--- src/rtl/ifetch_unit.sv ---
// Instruction fetch unit: consumes the PC, fetches the instruction word over a
// req/gnt/rvalid memory handshake and queues {pc, inst, misalign} for decode.
module ifetch_unit #(
   parameter int unsigned DEPTH    = 2,
   parameter logic [31:0] RESET_PC = 32'h0040_0000
) (
   input  logic        clk,
   input  logic        rst,
   input  logic [31:0] pc_in,
   output logic        pc_ena,
   input  logic        flush,
   output logic        imem_req,
   output logic [31:0] imem_addr,
   input  logic        imem_gnt,
   input  logic        imem_rvalid,
   input  logic [31:0] imem_rdata,
   output logic        if_valid,
   input  logic        if_ready,
   output logic [31:0] if_pc,
   output logic [31:0] if_inst,
   output logic        if_misalign
);

   localparam int unsigned PTR_W = (DEPTH > 1) ? $clog2(DEPTH) : 1;
   localparam int unsigned CNT_W = $clog2(DEPTH + 1);

   typedef enum logic [1:0] {IDLE, REQ, WAIT, DRAIN} state_e;

   typedef struct packed {
      logic [31:0] pc;
      logic [31:0] inst;
      logic        misalign;
   } entry_t;

   state_e           state_q, state_d;
   logic [31:0]      addr_q, addr_d;
   logic [CNT_W-1:0] count_q, count_d;
   logic [PTR_W-1:0] rd_ptr_q, rd_ptr_d;
   logic [PTR_W-1:0] wr_ptr_q, wr_ptr_d;
   entry_t           mem_q [DEPTH];
   entry_t           push_entry;
   entry_t           head;
   logic             push;
   logic             pop;
   logic             slot_free;

   function automatic logic [PTR_W-1:0] ptr_inc(input logic [PTR_W-1:0] p);
      return (p == PTR_W'(DEPTH - 1)) ? '0 : p + PTR_W'(1);
   endfunction

   // The slot is judged on the registered count, so a pop only frees it next cycle.
   assign slot_free = count_q < CNT_W'(DEPTH);
   assign pc_ena    = (state_q == IDLE) & slot_free & ~flush & ~rst;
   assign imem_req  = (state_q == REQ);
   assign imem_addr = addr_q;

   // NOTE: every signal written here gets a default first so no latch is inferred.
   always_comb begin
      state_d    = state_q;
      addr_d     = addr_q;
      push       = 1'b0;
      push_entry = '0;
      unique case (state_q)
         IDLE: begin
            if (pc_ena) begin
               if (pc_in[1:0] == 2'b00) begin
                  addr_d  = pc_in;
                  state_d = REQ;
               end else begin
                  push       = 1'b1;
                  push_entry = '{pc: pc_in, inst: 32'h0, misalign: 1'b1};
               end
            end
         end
         REQ: begin
            if (imem_gnt)   state_d = flush ? DRAIN : WAIT;
            else if (flush) state_d = IDLE;
         end
         WAIT: begin
            if (imem_rvalid) begin
               state_d    = IDLE;
               push       = ~flush;
               push_entry = '{pc: addr_q, inst: imem_rdata, misalign: 1'b0};
            end else if (flush) begin
               state_d = DRAIN;
            end
         end
         DRAIN: begin
            if (imem_rvalid) state_d = IDLE;
         end
         default: state_d = IDLE;
      endcase
   end

   assign if_valid = (count_q != '0);
   assign pop      = if_valid & if_ready;

   always_comb begin
      count_d  = count_q;
      rd_ptr_d = rd_ptr_q;
      wr_ptr_d = wr_ptr_q;
      if (flush) begin
         count_d  = '0;
         rd_ptr_d = '0;
         wr_ptr_d = '0;
      end else begin
         if (pop)  rd_ptr_d = ptr_inc(rd_ptr_q);
         if (push) wr_ptr_d = ptr_inc(wr_ptr_q);
         unique case ({push, pop})
            2'b10:   count_d = count_q + CNT_W'(1);
            2'b01:   count_d = count_q - CNT_W'(1);
            default: count_d = count_q;
         endcase
      end
   end

   // NOTE: sequential state is updated with non-blocking assignments only.
   always_ff @(posedge clk or posedge rst) begin
      if (rst) begin
         state_q  <= IDLE;
         addr_q   <= RESET_PC;
         count_q  <= '0;
         rd_ptr_q <= '0;
         wr_ptr_q <= '0;
      end else begin
         state_q  <= state_d;
         addr_q   <= addr_d;
         count_q  <= count_d;
         rd_ptr_q <= rd_ptr_d;
         wr_ptr_q <= wr_ptr_d;
      end
   end

   // NOTE: the storage array has no reset; empty-buffer outputs are forced to zero instead.
   always_ff @(posedge clk) begin
      if (push) mem_q[wr_ptr_q] <= push_entry;
   end

   assign head        = mem_q[rd_ptr_q];
   assign if_pc       = if_valid ? head.pc : 32'h0;
   assign if_inst     = if_valid ? head.inst : 32'h0;
   assign if_misalign = if_valid & head.misalign;

endmodule

--- config.mk ---
export PLATFORM = sky130hd
export DESIGN_NAME = ifetch_unit
export DESIGN_NICKNAME = d
export VERILOG_FILES = /design/src/rtl/ifetch_unit.sv
export SDC_FILE = /design/constraint.sdc
export NUM_CORES = 1
export LEC_CHECK = 0
export ABC_AREA = 0
export BUFFER_PORTS_ARGS = -buffer_cell sky130_fd_sc_hd__buf_2
export CAP_MARGIN = 20
export CORE_ASPECT_RATIO = 1.2
export CORE_MARGIN = 2
export CORE_UTILIZATION = 50
export CTS_CLUSTER_SIZE = 28
export DETAILED_ROUTE_END_ITERATION = 10
export GPL_TIMING_DRIVEN = 0
export PLACE_DENSITY_LB_ADDON = 0.25
export SLEW_MARGIN = 20
export SYNTH_ARGS = -nofsm -noshare
export SYNTH_HDL_FRONTEND = slang
export SYNTH_SLANG_ARGS = --single-unit
--- constraint.sdc ---
create_clock -name clk -period 10.65 [get_ports clk]
set_input_delay 1.065 -clock clk [delete_from_list [all_inputs] [get_ports clk]]
set_output_delay 1.065 -clock clk [all_outputs]
set_load 0.05 [all_outputs]
==> results of run 1 <==
## per-layer routing
| metal | wire length (um) | GRT usage (%) | vias to the layer above |
|---|---|---|---|
| met5 | 13 | 0 | - |
| met4 | 186 | 6.72 | 2 |
| met3 | 991 | 5.28 | 17 |
| met2 | 7740 | 36.7 | 151 |
| met1 | 5690 | 24.1 | 2129 |
| li1 | - | - | 2079 |
## area by class of cell
cell class	count	area, um2
plain buffers	29	149
clock buffers	19	475
clock inverters	13	104
fillers	1045	5000
inverters	4	15.0
multi-input cells	259	1970
flip-flops and latches	168	4860
well taps	171	214
repair buffers	172	921
## metrics by stage
step                      setup WS, ns  total power (uW)
after global routing              6.91              2380
after global placement            3.56              1690
after floorplan                   5.15              1500
after CTS                         7.03              2300
after detailed placement          7.33              1710
final                             7.11              2280
## kinds of logic (layout without fill, tap and decap cells)
group | after synthesis | after routing | share of synthesized area, %
flops | 168 | 168 | 69.6
buf+inv | 33 | 237 | 2.35
mux | 95 | 95 | 14.2
xor+xnor | 4 | 4 | 0.502
compound gates | 40 | 40 | 4.93
simple gates | 120 | 120 | 8.43
## path summary, 6_finish.rpt
path / cells past startpoint / start / endpoint / slack [ns]
worst min register to register: 1 / imem_addr[23] / imem_addr[23] / 0.53
worst max-delay path: 5 / count_q[1] / if_inst[30] / 7.11
worst max register to register: 4 / count_q[1] / mem_q[0][2] / 8.02
min in group asynchronous: 2 / rst / state_q[0] / 0.58
max in group asynchronous: 3 / rst / imem_addr[22] / 9.57
worst min-delay path: 1 / imem_addr[23] / imem_addr[23] / 0.53
## sequential cells by signal, indices dropped and copies added (netlist names)
name	count
mem_q	130
imem_addr	32
count_q	2
state_q	2
rd_ptr_q	1
wr_ptr_q	1
## cell usage in the layout, fill, tap and decap left out, drive strengths merged
cell type and count:
buf 188, edfxtp 130, nor2 73, mux2i 65
dfrtp 37, and2 33, a22o 32, clkbuf 32
mux2 30, inv 10, clkinv 5, nor2b 4
xnor2 3, nor3 3, o21ai 2, a21oi 2
nand2 2, clkinvlp 2, or4 1, nor4 1
nand4bb 1, o31ai 1, xor2 1, a211o 1
nand3 1, a211oi 1, nand2b 1, o22ai 1
dfstp 1
## critical path, cell delays in order (launching register included)
cell	delay [ns]
dfrtp_1	0.44
nor2_1	0.34
clkbuf_1	0.50
buf_1	0.41
nor2_1	0.12
buf_2	0.23
## power by group through the flow
| stage | combinational, uW | sequential (uW) | clock, uW |
|---|---|---|---|
| 4_1_cts | 837 | 861 | 602 |
| 6_report | 828 | 861 | 592 |
| 3_5_place_dp | 835 | 874 | 0 |
| 5_1_grt | 875 | 872 | 629 |
| 3_3_place_gp | 817 | 874 | 0 |
| 2_1_floorplan | 457 | 1040 | 0 |
==> flow_summary.toml, run 1 <==
[status]
outcome = "completed"

[placed_design]
dpl.hpwl_mm = 10.4
place_inst = 803
portBuffers = 168
placed_cell_area_um2 = 8120
place_congestion = 0.755

[die]
die_w_um = 112
rows = 47
core_area_um2 = 13700
io_pins = 170
dieArea_um2 = 14900
start_util_pct = 50.9
die_h_um = 133

[hold_path]
worstHoldPathType = "flop to flop"

[clocking]
root_buffer = "clkbuf_16"
cts_tree = "yes"
cts_made_buffers = 17
post_cts_buffers = 0
cts_sinks = 168
worstSkewPairLatency_ns = 0.42
clk_pin_slew_ns = 0.07
cts_buffer_depth = 2
cts_hold_buf = 0
cts_resized = 0
htree_levels = 4

[logic_synthesis]
synth_most_common_cell = "edfxtp_1"
syn-cell-area_um2 = 6980
synth_top_flop_cell = "edfxtp_1"
netlist_instances = 460
syn_avg_cell_area_um2 = 15.2
ys_types = 30
ys_ff_latch = 168
yosysTopAreaCellShare_pct = 56.0
async_flop_share_pct = 22.6
yosysSeqAreaShare_pct = 69.6
yosys-top-cells-count = "edfxtp_1 (130), nor2_1 (73), mux2i_1 (65), dfrtp_1 (37), and2_1 (33)"
synth_edf_count = 130
syn_nets = 530
synth.area.top_cells = "edfxtp_1 (56%), dfrtp_1 (13%), mux2i_1 (9.3%)"
yosysTopAreaCell = "edfxtp_1"
yosysWarnings = 0

[sta]
fin_crit_sh_pct = 33.3
rsz0062_at_grt = "false"
report.final.slew_viol_count = 0
clock.fmax_mhz = 282
finalHoldViolations = 0
period_minus_slack_ns = 3.54
tightest_slew_ns = 0.839
fin_setup_tns_ns = 0
setup_viol = 0
finalClockSkew_ns = 0.00705
hold_slack_ns = 0.531
max_slew_margin_pct = 43.8

[pwr]
p_leak_uw = 0.00349
peakVddDrop_mv = 0.159
p_per_area_nw_per_um2 = 262
p_sw_share_pct = 40.5
p_int_uw = 1360
clkPwrFrac_pct = 26.0
p_comb_share_pct = 36.3
p_seq_share_pct = 37.7
p_switching_uw = 925

[drt]
wl_per_cell_um = 17.5
drt-total-wl_mm = 14.6
drc = 0
drt_iter0_drc = 200
vias = 4378
viasPerCell = 5.24
dr.pass1.iters = 4
antenna_left = 0

[worst_setup_path]
start_kind = "flop"
end_kind = "output pin"
path_class = "flop to output pin"
path_max_fanout = 10
critPathArrivalTime_ns = 2.48
required_ns = 9.59

[cells_and_area]
post_layout_nonfiller_instances = 835
syn_to_final_growth_pct = 24.7
final_util_pct = 63.5
drive_above_1_share_pct = 38.3
nNetsFinal = 721
diodes = 0
design_area_um2 = 8700

[global_route]
grt_pass1_vias = 4565
track_usage_pct = 20.5
antenna_found_initial = 2
grt_max_degree = 39
overflow = 0
grt_pass1_wl_mm = 23.4

[flow_run]
maxCapViolCount = 0
(Power assumes the default switching activity.)
==> run 2, diff against run 1 <==
- CORE_UTILIZATION: 50 -> 48
- clock period: 10.65 -> 2.9 ns (I/O delays scaled with it)
==> flow_summary.toml, run 2 (synthesis gave the netlist of run 1 again) <==
[worst_setup_path]
critPathArrivalTime_ns = 2.33
reg2reg_to = "mem_q[0][6]"
required_ns = 2.61
r2r_start = "count_q[1]"
path_class = "flop to output pin"
end_kind = "output pin"
r2r_slack_ns = 0.29
start_kind = "flop"
reg2regPathDepth = 5
path_max_fanout = 10

[drt]
wl_per_cell_um = 17.7
viasPerCell = 5.22
drt-total-wl_mm = 14.9
dr.pass1.iters = 4
vias = 4388
drc = 0
drt_iter0_drc = 242
antenna_left = 0

[sta]
hold_slack_ns = 0.0678
finalClockSkew_ns = 0.00552
finalHoldViolations = 0
max_slew_margin_pct = 38.3
report.final.slew_viol_count = 0
setup_viol = 0
clock.fmax_mhz = 382
tightest_slew_ns = 0.922
period_minus_slack_ns = 2.62
fin_crit_sh_pct = 90.3
rsz0062_at_grt = "false"
fin_setup_tns_ns = 0

[die]
io_pins = 170
rows = 48
die_h_um = 136
core_area_um2 = 14300
die_w_um = 114
dieArea_um2 = 15500
start_util_pct = 48.8

[hold_path]
min_path_cells = 2
worstHoldPathType = "input port to flop"
min_to = "count_q[0]"
min_from = "flush"

[placed_design]
dpl.hpwl_mm = 10.5
place_congestion = 0.732
placed_cell_area_um2 = 8170
portBuffers = 168

[clocking]
root_buffer = "clkbuf_16"
cts_made_buffers = 17
worstSkewPairLatency_ns = 0.42
cts_tree = "yes"
cts_sinks = 168
clk_pin_slew_ns = 0.06
post_cts_buffers = 0
htree_levels = 4
cts_buffer_depth = 2

[global_route]
use_met1_pct = 23.0
grt_use_met2_pct = 34.0
grtUsageMet3_pct = 6.38
grt_pass1_wl_mm = 22.4
grt_pass1_vias = 4354
grt-busiest-layer = "met2"
grt_max_degree = 40
antenna_found_initial = 1
track_usage_pct = 19.6
overflow = 0

[cells_and_area]
largest_register = "mem_q"
syn_to_final_growth_pct = 25.7
drive_above_1_share_pct = 37.9
design_area_um2 = 8770
diodes = 0
largest_reg_flops = 130
nNetsFinal = 723
layout_common_cells = "buf_2 (176), edfxtp_1 (130), nor2_1 (73)"
final_util_pct = 61.4
final_common_cell = "buf_2"

[status]
outcome = "completed"

[pwr]
p_leak_uw = 0.00352
peakVddDrop_mv = 0.665
p_per_area_nw_per_um2 = 969

[flow_run]
maxCapViolCount = 0
==> run 2: cell types whose count changed in the layout (fill, tap and decap cells not counted), moves of 3 or more <==
cell	previous run	this run
inv_6	6	0
buf_16	0	3
bufinv_16	0	3
clkinv_4	3	0
==> run 2: where the power goes <==
| group | switching, uW | internal, uW | total [uW] |
|---|---|---|---|
| registers | 178 | 2990 | 3160 |
| clock network | 862 | 1390 | 2250 |
| logic | 2280 | 801 | 3080 |
==> run 2: worst max path at each step <==
stage	start	end	slack [ns]	cells after the start
final	count_q[1]	if_inst[3]	0.28	5
after global routing	count_q[1]	if_inst[6]	0.11	5
after CTS	count_q[1]	if_inst[3]	0.02	5
after detailed placement	count_q[1]	mem_q[0][3]	0.29	5
after global placement	count_q[1]	mem_q[0][3]	-0.54	3
after floorplan	count_q[1]	mem_q[0][0]	0.08	3
==> run 2: final cells by class <==
cell class,instances,area [um2]
buffer,29,151
clock buffer,23,468
clock inverter,8,123
fill,1132,5520
inverter,4,15.0
multi-input combinational,259,1970
sequential,168,4860
tap,175,219
timing repair buffer,174,973
==> run 2: stage by stage <==
step	power [uW]	worst slack, ns	instances
2_1_floorplan	5500	0.0783	460
3_3_place_gp	6210	-0.540	803
3_5_place_dp	6320	0.287	808
4_1_cts	8580	0.0185	840
5_1_grt	8850	0.112	840
6_report	8500	0.282	840
==> run 2: repair_timing <==
item                                    4_1_cts  5_1_grt
endpoints found under the hold margin         9        0
endpoints found under the setup margin        0       34
hold buffers                                  1        0
resized for setup                             0        4
==> run 2: worst max-delay path, stage by stage (launching register included) <==
cell,delay (ns)
dfrtp_1,0.43
nor2_1,0.32
clkbuf_2,0.37
clkbuf_1,0.43
nor2_1,0.12
buf_2,0.23
==> run 2: layer usage <==
layer  wire length [um]  part of all wire [%]
met5                 13                 0.087
met3                969                   6.5
met1               6050                    41
met4                133                  0.89
met2               7710                    52
